### config.mk
export PLATFORM = sky130hd
export DESIGN_NAME = char_scan_timing_flat
export DESIGN_NICKNAME = d
export VERILOG_FILES = /design/src/rtl/vga_timing_pkg.sv /design/src/rtl/char_scan_timing_if.sv /design/src/rtl/sync_delay_line.sv /design/src/rtl/char_scan_timing.sv /design/src/flat_wrapper.sv
export SDC_FILE = /design/constraint.sdc
export NUM_CORES = 1
export LEC_CHECK = 0
export CORE_MARGIN = 3
export CORE_UTILIZATION = 35
export CTS_CLUSTER_SIZE = 20
export DETAILED_ROUTE_END_ITERATION = 8
export PLACE_DENSITY_LB_ADDON = 0.2
export SLEW_MARGIN = 0
export SYNTH_ARGS = -nofsm -noshare
export SYNTH_HDL_FRONTEND = slang
export SYNTH_HIERARCHICAL = 1
export SYNTH_SLANG_ARGS = --single-unit
export TNS_END_PERCENT = 30
### constraint.sdc
create_clock -name pixel_clock -period 2.2 [get_ports pixel_clock]
set_clock_uncertainty 0.05 [all_clocks]
set_input_delay 0.66 -clock pixel_clock [delete_from_list [all_inputs] [get_ports pixel_clock]]
set_output_delay 0.66 -clock pixel_clock [all_outputs]
set_load 0.02 [all_outputs]
### src/rtl/vga_timing_pkg.sv
// Default 640x480@60 raster timing constants and shared types for the
// character-scan timing generator.
package vga_timing_pkg;

   localparam int unsigned H_ACTIVE_DEF   = 640;
   localparam int unsigned H_FP_DEF       = 16;
   localparam int unsigned H_SYNC_DEF     = 96;
   localparam int unsigned H_BP_DEF       = 48;
   localparam int unsigned V_ACTIVE_DEF   = 480;
   localparam int unsigned V_FP_DEF       = 10;
   localparam int unsigned V_SYNC_DEF     = 2;
   localparam int unsigned V_BP_DEF       = 33;
   localparam logic        SYNC_ACTIVE_DEF = 1'b0;
   localparam int unsigned PIPE_DELAY_DEF = 2;

   localparam int unsigned H_TOTAL_DEF = H_ACTIVE_DEF + H_FP_DEF + H_SYNC_DEF + H_BP_DEF;
   localparam int unsigned V_TOTAL_DEF = V_ACTIVE_DEF + V_FP_DEF + V_SYNC_DEF + V_BP_DEF;

   localparam int unsigned COORD_W    = 10;
   localparam int unsigned CHAR_SHIFT = 3;
   localparam int unsigned CHAR_W     = COORD_W - CHAR_SHIFT;

   typedef logic [COORD_W-1:0] coord_t;

   typedef struct packed {
      logic hsync;
      logic vsync;
      logic blank;
   } sync_t;

   // Half-open window test lo <= val < hi on a raster counter.
   function automatic logic in_range(coord_t val, int unsigned lo, int unsigned hi);
      return (32'(val) >= lo) && (32'(val) < hi);
   endfunction

endpackage

### src/rtl/char_scan_timing_if.sv
// Coordinate and video-timing bundle from the scan generator to the
// character display.
interface char_scan_timing_if;
   import vga_timing_pkg::*;

   logic [CHAR_W-1:0]     char_column;
   logic [CHAR_W-1:0]     char_line;
   logic [CHAR_SHIFT-1:0] subchar_pixel;
   logic [CHAR_SHIFT-1:0] subchar_line;
   logic                  blank;
   logic                  hsync;
   logic                  vsync;
   logic                  frame_start;

   modport master (
      output char_column, char_line, subchar_pixel, subchar_line,
      output blank, hsync, vsync, frame_start
   );

   modport slave (
      input char_column, char_line, subchar_pixel, subchar_line,
      input blank, hsync, vsync, frame_start
   );

endinterface

### src/rtl/sync_delay_line.sv
// Fixed-depth shift register with asynchronous active-low reset to a
// programmable value; depth 0 is a plain wire.
module sync_delay_line #(
   parameter int unsigned       DEPTH   = 2,
   parameter int unsigned       WIDTH   = 3,
   parameter logic [WIDTH-1:0]  RST_VAL = '0
) (
   input  logic             clk_i,
   input  logic             rst_ni,
   input  logic [WIDTH-1:0] d_i,
   output logic [WIDTH-1:0] q_o
);

   generate
      if (DEPTH == 0) begin : g_bypass
         assign q_o = d_i;
      end else begin : g_pipe
         logic [WIDTH-1:0] stage_q [DEPTH];

         always_ff @(posedge clk_i or negedge rst_ni) begin
            if (!rst_ni) begin
               for (int unsigned i = 0; i < DEPTH; i++) stage_q[i] <= RST_VAL;
            end else begin
               stage_q[0] <= d_i;
               for (int unsigned i = 1; i < DEPTH; i++) stage_q[i] <= stage_q[i-1];
            end
         end

         assign q_o = stage_q[DEPTH-1];
      end
   endgenerate

endmodule

### src/rtl/char_scan_timing.sv
// Raster counter producing character-cell scan coordinates plus hsync/vsync/
// blank delayed to match the character generator's read latency.
module char_scan_timing
   import vga_timing_pkg::*;
#(
   parameter int unsigned H_ACTIVE    = H_ACTIVE_DEF,
   parameter int unsigned H_FP        = H_FP_DEF,
   parameter int unsigned H_SYNC      = H_SYNC_DEF,
   parameter int unsigned H_BP        = H_BP_DEF,
   parameter int unsigned V_ACTIVE    = V_ACTIVE_DEF,
   parameter int unsigned V_FP        = V_FP_DEF,
   parameter int unsigned V_SYNC      = V_SYNC_DEF,
   parameter int unsigned V_BP        = V_BP_DEF,
   parameter logic        SYNC_ACTIVE = SYNC_ACTIVE_DEF,
   parameter int unsigned PIPE_DELAY  = PIPE_DELAY_DEF
) (
   input  logic                pixel_clock,
   input  logic                reset,
   char_scan_timing_if.master  scan
);

   localparam int unsigned H_TOTAL  = H_ACTIVE + H_FP + H_SYNC + H_BP;
   localparam int unsigned V_TOTAL  = V_ACTIVE + V_FP + V_SYNC + V_BP;
   localparam int unsigned HS_START = H_ACTIVE + H_FP;
   localparam int unsigned HS_END   = HS_START + H_SYNC;
   localparam int unsigned VS_START = V_ACTIVE + V_FP;
   localparam int unsigned VS_END   = VS_START + V_SYNC;
   localparam coord_t      H_LAST   = coord_t'(H_TOTAL - 1);
   localparam coord_t      V_LAST   = coord_t'(V_TOTAL - 1);

   coord_t                h_q, h_d;
   coord_t                v_q, v_d;
   logic                  h_wrap;
   logic                  active_d, active_raw;
   logic                  frame_q, frame_d;
   logic [CHAR_W-1:0]     col_q, col_d;
   logic [CHAR_W-1:0]     line_q, line_d;
   logic [CHAR_SHIFT-1:0] spix_q, spix_d;
   logic [CHAR_SHIFT-1:0] sline_q, sline_d;
   sync_t                 raw_s, dly_s;

   // Coordinates are registered from the next counter value so they line up
   // with h_q/v_q in the same cycle.
   always_comb begin
      h_wrap   = (h_q == H_LAST);
      h_d      = h_wrap ? '0 : h_q + 1'b1;
      v_d      = v_q;
      if (h_wrap) v_d = (v_q == V_LAST) ? '0 : v_q + 1'b1;
      frame_d  = h_wrap && (v_q == V_LAST);
      active_d = in_range(h_d, 0, H_ACTIVE) && in_range(v_d, 0, V_ACTIVE);
      col_d    = '0;
      line_d   = '0;
      spix_d   = '0;
      sline_d  = '0;
      if (active_d) begin
         col_d   = h_d[COORD_W-1:CHAR_SHIFT];
         spix_d  = h_d[CHAR_SHIFT-1:0];
         line_d  = v_d[COORD_W-1:CHAR_SHIFT];
         sline_d = v_d[CHAR_SHIFT-1:0];
      end
   end

   always_comb begin
      active_raw  = in_range(h_q, 0, H_ACTIVE) && in_range(v_q, 0, V_ACTIVE);
      raw_s.hsync = in_range(h_q, HS_START, HS_END) ? SYNC_ACTIVE : ~SYNC_ACTIVE;
      raw_s.vsync = in_range(v_q, VS_START, VS_END) ? SYNC_ACTIVE : ~SYNC_ACTIVE;
      raw_s.blank = ~active_raw;
   end

   always_ff @(posedge pixel_clock or negedge reset) begin
      if (!reset) begin
         h_q     <= '0;
         v_q     <= '0;
         frame_q <= 1'b0;
         col_q   <= '0;
         line_q  <= '0;
         spix_q  <= '0;
         sline_q <= '0;
      end else begin
         h_q     <= h_d;
         v_q     <= v_d;
         frame_q <= frame_d;
         col_q   <= col_d;
         line_q  <= line_d;
         spix_q  <= spix_d;
         sline_q <= sline_d;
      end
   end

   sync_delay_line #(
      .DEPTH   (PIPE_DELAY),
      .WIDTH   (3),
      .RST_VAL ({~SYNC_ACTIVE, ~SYNC_ACTIVE, 1'b1})
   ) u_delay (
      .clk_i  (pixel_clock),
      .rst_ni (reset),
      .d_i    (raw_s),
      .q_o    (dly_s)
   );

   assign scan.char_column   = col_q;
   assign scan.char_line     = line_q;
   assign scan.subchar_pixel = spix_q;
   assign scan.subchar_line  = sline_q;
   assign scan.frame_start   = frame_q;
   assign scan.hsync         = dly_s.hsync;
   assign scan.vsync         = dly_s.vsync;
   assign scan.blank         = dly_s.blank;

endmodule

### src/flat_wrapper.sv
// flat-port wrapper written by rule: the top's interface ports become plain ports
module char_scan_timing_flat import vga_timing_pkg::*;
#(
   parameter int unsigned H_ACTIVE    = H_ACTIVE_DEF,
   parameter int unsigned H_FP        = H_FP_DEF,
   parameter int unsigned H_SYNC      = H_SYNC_DEF,
   parameter int unsigned H_BP        = H_BP_DEF,
   parameter int unsigned V_ACTIVE    = V_ACTIVE_DEF,
   parameter int unsigned V_FP        = V_FP_DEF,
   parameter int unsigned V_SYNC      = V_SYNC_DEF,
   parameter int unsigned V_BP        = V_BP_DEF,
   parameter logic        SYNC_ACTIVE = SYNC_ACTIVE_DEF,
   parameter int unsigned PIPE_DELAY  = PIPE_DELAY_DEF
)
  (pixel_clock, reset, scan_char_column, scan_char_line, scan_subchar_pixel, scan_subchar_line, scan_blank, scan_hsync, scan_vsync, scan_frame_start);
  char_scan_timing_if scan_i ();
  input  logic pixel_clock;
  input  logic reset;
  output wire logic [$bits(scan_i.char_column)-1:0] scan_char_column;
  output wire logic [$bits(scan_i.char_line)-1:0] scan_char_line;
  output wire logic [$bits(scan_i.subchar_pixel)-1:0] scan_subchar_pixel;
  output wire logic [$bits(scan_i.subchar_line)-1:0] scan_subchar_line;
  output wire logic [$bits(scan_i.blank)-1:0] scan_blank;
  output wire logic [$bits(scan_i.hsync)-1:0] scan_hsync;
  output wire logic [$bits(scan_i.vsync)-1:0] scan_vsync;
  output wire logic [$bits(scan_i.frame_start)-1:0] scan_frame_start;
  assign scan_char_column = scan_i.char_column;
  assign scan_char_line = scan_i.char_line;
  assign scan_subchar_pixel = scan_i.subchar_pixel;
  assign scan_subchar_line = scan_i.subchar_line;
  assign scan_blank = scan_i.blank;
  assign scan_hsync = scan_i.hsync;
  assign scan_vsync = scan_i.vsync;
  assign scan_frame_start = scan_i.frame_start;
  char_scan_timing #(.H_ACTIVE(H_ACTIVE), .H_FP(H_FP), .H_SYNC(H_SYNC), .H_BP(H_BP), .V_ACTIVE(V_ACTIVE), .V_FP(V_FP), .V_SYNC(V_SYNC), .V_BP(V_BP), .SYNC_ACTIVE(SYNC_ACTIVE), .PIPE_DELAY(PIPE_DELAY)) u_core (.pixel_clock(pixel_clock), .reset(reset), .scan(scan_i));
endmodule
After elaboration in Yosys (flattened, before gate mapping)
Index checks and enable logic that the tools add are counted.
{"block": "op_classes", "n_addsub": 2, "multipliers": 0, "n_div": 0, "order_cmp": 8, "n_eq_ne": 2, "n_shift": 0, "muxes": 9, "n_bitwise": 1, "n_reduce_logical": 5}
{"cell": "10-bit < comparator, second input constant", "n": 3}
{"cell": "10-bit by 9-bit < comparator with 1-bit output, second input constant", "n": 3}
{"cell": "10-bit 2-to-1 mux", "n": 3}
{"cell": "10-bit by 1-bit adder with 10-bit output, second input constant", "n": 2}
{"cell": "10-bit == test, second input constant", "n": 2}
{"cell": "7-bit 2-to-1 mux", "n": 2}
{"cell": "10-bit >= comparator, second input constant", "n": 1}
{"cell": "10-bit by 9-bit >= comparator with 1-bit output, second input constant", "n": 1}
{"cell": "3-bit 2-to-1 mux", "n": 2}
{"cell": "1-bit logical AND", "n": 5}
{"cell": "1-bit 2-to-1 mux", "n": 2}
{"cell": "1-bit inverter", "n": 1}
{"block": "word_totals", "register_bits": 47, "latch_bits": 0, "mem_bits_rw": 0, "rom_bits": 0, "in_bits": 2, "out_inout_bits": 24, "memories": 0}

Depth between registers and ports, before layout
{"block": "logic_depth", "depth_word": 6, "ltp_mapped": 9, "ltp_nobuf": 7}

By module
The synthesis kept the hierarchy.
{"module": "char_scan_timing", "n_inst": 1, "cells_each": 163, "area_each_um2": 1836.8}
{"module": "sync_delay_line", "n_inst": 1, "cells_each": 9, "area_each_um2": 180.2}

Worst setup path before layout
Ideal clock, no wire load.
{"block": "synth_path", "kind": "register to register", "startpoint": "register u_core.h_q[0]", "endpoint": "register u_core.col_q[0], in the netlist u_core/scan.char_column[0]", "setup_time_ns": 0.086, "arrival_ns": 1.962, "required_ns": 2.064, "setup_slack_ns": 0.102, "path_stages_with_launch": 9, "n_path_buf": 1, "period_less_slack_ns": 2.098, "cell_sequence": "dfrtp_1 > ha_1 > nand3_2 > o21ai_0 > or3b_2 > o311ai_2 > nand3b_4 > buf_6 > nor3_1"}
{"block": "synth_via", "elab_chain_cells": 5, "word_cells_on_any_way": 8}
{"element": "from (decl)", "line_no": "char_scan_timing.sv:31", "source": "coord_t h_q, h_d;"}
{"element": "from (signal assigned)", "line_no": "char_scan_timing.sv:72", "source": "h_q <= '0;"}
{"element": "from (signal assigned)", "line_no": "char_scan_timing.sv:80", "source": "h_q <= h_d;"}
{"element": "10-bit by 1-bit adder with 10-bit output / 10-bit == test (equally long branches)", "line_no": "char_scan_timing.sv:46, char_scan_timing.sv:45"}
{"element": "10-bit 2-to-1 mux (on tied branches)", "line_no": "char_scan_timing.sv:46, char_scan_timing.sv:48"}
{"element": "10-bit < comparator / 10-bit by 9-bit < comparator with 1-bit output (equally long branches)", "line_no": "vga_timing_pkg.sv:33", "source": "return (32'(val) >= lo) && (32'(val) < hi);"}
{"element": "1-bit logical AND", "line_no": "char_scan_timing.sv:50", "source": "active_d = in_range(h_d, 0, H_ACTIVE) && in_range(v_d, 0, V_ACTIVE);"}
{"element": "7-bit 2-to-1 mux *", "line_no": "char_scan_timing.sv:55", "source": "if (active_d) begin"}
{"element": "named net u_core.col_d[0]", "line_no": "char_scan_timing.sv:36", "source": "logic [CHAR_W-1:0] col_q, col_d;"}
{"element": "to (signal assigned)", "line_no": "char_scan_timing.sv:83", "source": "col_q <= col_d;"}
{"element": "to (decl)", "line_no": "char_scan_timing.sv:36"}
The timed path passes the listed nets; every way through them passes the cells marked *.

Worst setup path in the final report
{"block": "layout_path", "startpoint": "register u_core.h_q[6]", "endpoint": "register u_core.col_q[5], in the netlist u_core/scan.char_column[5]"}
{"block": "layout_via", "elab_chain_cells": 5, "word_cells_on_any_way": 8}
{"element": "10-bit == test", "line_no": "char_scan_timing.sv:45", "source": "h_wrap = (h_q == H_LAST);"}
{"element": "10-bit 2-to-1 mux", "line_no": "char_scan_timing.sv:48", "source": "if (h_wrap) v_d = (v_q == V_LAST) ? '0 : v_q + 1'b1;"}
{"element": "named net u_core.v_d[9]", "line_no": "char_scan_timing.sv:32", "source": "coord_t v_q, v_d;"}
{"element": "10-bit by 9-bit < comparator with 1-bit output", "line_no": "vga_timing_pkg.sv:33"}
{"element": "1-bit logical AND", "line_no": "char_scan_timing.sv:50"}
{"element": "7-bit 2-to-1 mux", "line_no": "char_scan_timing.sv:55"}
{"element": "named net u_core.col_d[5]", "line_no": "char_scan_timing.sv:36"}
The timed path passes the listed nets, and every way through them passes these cells.

==> flow_metrics.env <==
export IMPL_synth_avg_cell_area_um2=11.7
export IMPL_maxSlewHeadroom_pct=64.7
export IMPL_rsz0062_at_grt="true"
export IMPL_die_w_um=81.9
export IMPL_ys_types=40
export IMPL_place_inst=274
export IMPL_maxCapViolCount=0
export IMPL_antenna_found_initial=0
export IMPL_drc_errors=0
export IMPL_reg2reg_depth=7
export IMPL_cts_root_buffer="clkbuf_8"
export IMPL_async_flop_share_pct=100
export IMPL_setup_violations=0
export IMPL_worst_pin_slew_ns=0.529
export IMPL_detail_route_antenna_nets=0
export IMPL_status="finished, final reports clean"
export IMPL_p_sw_share_pct=20.2
export IMPL_synth_area_top_cells="dfrtp_1 51%, dfstp_2 7.8%, nor2b_1 3.1%"
export IMPL_grt_pass1_wl_mm=6.32
export IMPL_clkTransAtPathRegs_ns=0.08
export IMPL_final_hold_violation_count=0
export IMPL_pre_cts_ws_ns=-0.00168
export IMPL_wl_mm=3.89
export IMPL_p_comb_share_pct=1.7
export IMPL_die_area_um2=6710
export IMPL_synth_seq_cells=47
export IMPL_slew_viol_final=0
export IMPL_yosys_area_top_type="dfrtp_1"
export IMPL_synth_warnings=6
export IMPL_final_common_cell="dfrtp_1"
export IMPL_min_path_type="in -> async"
export IMPL_grt_max_degree=26
export IMPL_die_h_um=81.9
export IMPL_timing_final_crit_share_pct=99.0
export IMPL_drive_gt1_share_pct=21.4
export IMPL_start_util_pct=36.4
export IMPL_ios=26
export IMPL_r2r_slack_ns=0.02
export IMPL_clock_power_share_pct=35.1
export IMPL_fin_nets=220
export IMPL_htree_levels=2
export IMPL_p_per_area_nw_per_um2=528
export IMPL_synth_cell_area_um2=2020
export IMPL_power_internal_mw=1.09
export IMPL_grt_pass1_vias=1301
export IMPL_rows=27
export IMPL_hpwlAfterDp_mm=2.65
export IMPL_yosysSeqAreaShare_pct=58.7
export IMPL_crit_type="reg -> reg"
export IMPL_n_fill_cell=529
export IMPL_grt_overflow=0
export IMPL_fin_cells=287
export IMPL_crit_path_end_kind="flop"
export IMPL_r2r_end="u_core/scan.char_column[5]$_DFF_PN0_"
export IMPL_synth_edf_count=0
export IMPL_max_freq_mhz=459
export IMPL_ys_flop_type="dfrtp_1"
export IMPL_synth_top_cell_area_share_pct=50.9
export IMPL_port_buffers=25
export IMPL_seqPwrFrac_pct=63.2
export IMPL_cpPeakStageDelay_ns=0.42
export IMPL_grt_use_total_pct=12.6
export IMPL_slowest_stage="nor4_4"
export IMPL_synth_cells=172
export IMPL_area_growth_syn_to_layout_pct=28.6
export IMPL_setup_ws_ns=0.0228
export IMPL_min_period_ns=2.18
export IMPL_fin_util_pct=46.8
export IMPL_cts_tree="yes"
export IMPL_path_cells="nand4bb_4, nor4_4, mux2i_1, nor3_2, nand3b_4, buf_12, nor2b_1"
export IMPL_rr_startpoint="u_core/h_q[6]$_DFF_PN0_"
export IMPL_crit_fanout=6
export IMPL_dr_pass1_iters=4
export IMPL_cts_path_max_buffers=2
export IMPL_mostFrequentLayoutCells="40 x dfrtp_1, 24 x clkdlybuf4s50_1, 16 x buf_4"
export IMPL_numCtsBuffers=5
export IMPL_clock_sinks=47
export IMPL_critPathArrivalTime_ns=2.31
export IMPL_place_congestion=0.808
export IMPL_wl_per_cell_um=13.6
export IMPL_worstPathRequired_ns=2.34
export IMPL_p_sw_mw=0.276
export IMPL_vdd_drop_max_v=0.000284
export IMPL_syn_nets=178
export IMPL_dr_total_vias=1368
export IMPL_p_leak_nw=1.18
export IMPL_design_core_area_um2=5540
export IMPL_clk_latency_ns=0.29
export IMPL_vias_per_cell=4.77
export IMPL_num_antenna_cells=0
export IMPL_start_kind="flop"
export IMPL_first_iter_violations=75
export IMPL_total_power_mw=1.37
-- cell type report --
cell class	instances	area [um^2]	share of cell area (%)
Tap cell	72	90.1	3.47
Inverter	9	33.8	1.30
Clock inverter	1	5.00	0.193
Sequential cell	47	1180	45.7
Multi-Input combinational cell	108	798	30.8
Clock buffer	7	76.3	2.94
Timing Repair Buffer	43	405	15.6
-- power by group through the flow --
stage	Sequential, mW	Combinational (mW)	Clock (mW)
after CTS	0.865	0.0255	0.506
after global placement	0.881	0.0251	0
after detailed placement	0.882	0.0256	0
after floorplan	0.883	0.000148	0
after global routing	0.865	0.0280	0.550
final	0.865	0.0237	0.481
-- per-stage QoR --
step | hold slack (ns) | area, um^2 | setup TNS (ns)
3_5_place_dp | 0.298 | 2410 | -0.00168
3_3_place_gp | 0.296 | 2410 | 0
2_1_floorplan | 0.295 | 2020 | 0
5_1_grt | 0.311 | 2590 | -0.680
6_report | 0.291 | 2590 | 0
4_1_cts | 0.300 | 2500 | 0
-- cell usage after synthesis (2+ instances only) --
master	number
nand2b_1	2
and2_1	2
nor3_1	12
dfrtp_1	41
xor2_1	7
o21ai_0	5
nand4_1	7
nor2b_1	10
o31ai_1	2
buf_4	3
nor2_1	15
nand3_1	5
nand2_1	8
ha_1	4
clkbuf_2	2
buf_2	3
xnor2_1	7
dfstp_2	6
or3_1	2
inv_1	9
-- what timing repair did --
action,in CTS,in global routing
buffers inserted,0,4
pin swaps,1,4
setup endpoints to repair,8,17
hold buffers,0,0
cloned,0,1
gates resized for setup,1,7
-- metal layers --
metal	global-route usage, %	wire, um
met5	0	0
met4	5.48	73
met3	4.06	197
met2	20.0	1850
met1	15.8	1770
-- how the worst max path moves through the flow --
stage                                  startpoint                                   end
after CTS                 u_core/h_q[1]$_DFF_PN0_    u_core/scan.char_line[0]$_DFF_PN0_
after detailed placement  u_core/h_q[1]$_DFF_PN0_    u_core/scan.char_line[0]$_DFF_PN0_
after global placement    u_core/h_q[1]$_DFF_PN0_  u_core/scan.char_column[0]$_DFF_PN0_
after global routing      u_core/h_q[6]$_DFF_PN0_  u_core/scan.char_column[4]$_DFF_PN0_
after floorplan           u_core/h_q[0]$_DFF_PN0_  u_core/scan.char_column[0]$_DFF_PN0_
final                     u_core/h_q[6]$_DFF_PN0_  u_core/scan.char_column[5]$_DFF_PN0_
-- logic make-up (layout without fill, tap and decap cells) --
group	count (synthesis)	in the layout	synth area share (%)
compound gates	10	10	3.60
xor+xnor	14	14	6.08
fa+ha+maj	4	4	2.48
buf+inv	18	60	4.59
flops	47	47	58.7
mux	2	2	1.05
other cells	1	1	0.186
simple gates	76	77	23.3
-- state kept, by name (all words and copies together) (netlist names) --
register	count
u_core/h_q	10
u_core/scan.char_column	7
u_core/scan.char_line	7
u_core/scan.frame_start	1
u_core/scan.subchar_line	3
u_core/scan.subchar_pixel	3
u_core/u_delay/g_pipe.stage_q	3
u_core/u_delay/q_o	3
u_core/v_q	10
-- worst max-delay path, delay by kind of cell, from the launching register on --
| family | cells | cell delay [ns] |
|---|---|---|
| flops | 1 | 0.39 |
| mux | 1 | 0.14 |
| simple gates | 5 | 1.36 |
| buf+inv | 1 | 0.13 |
(Power assumes the default switching activity.)
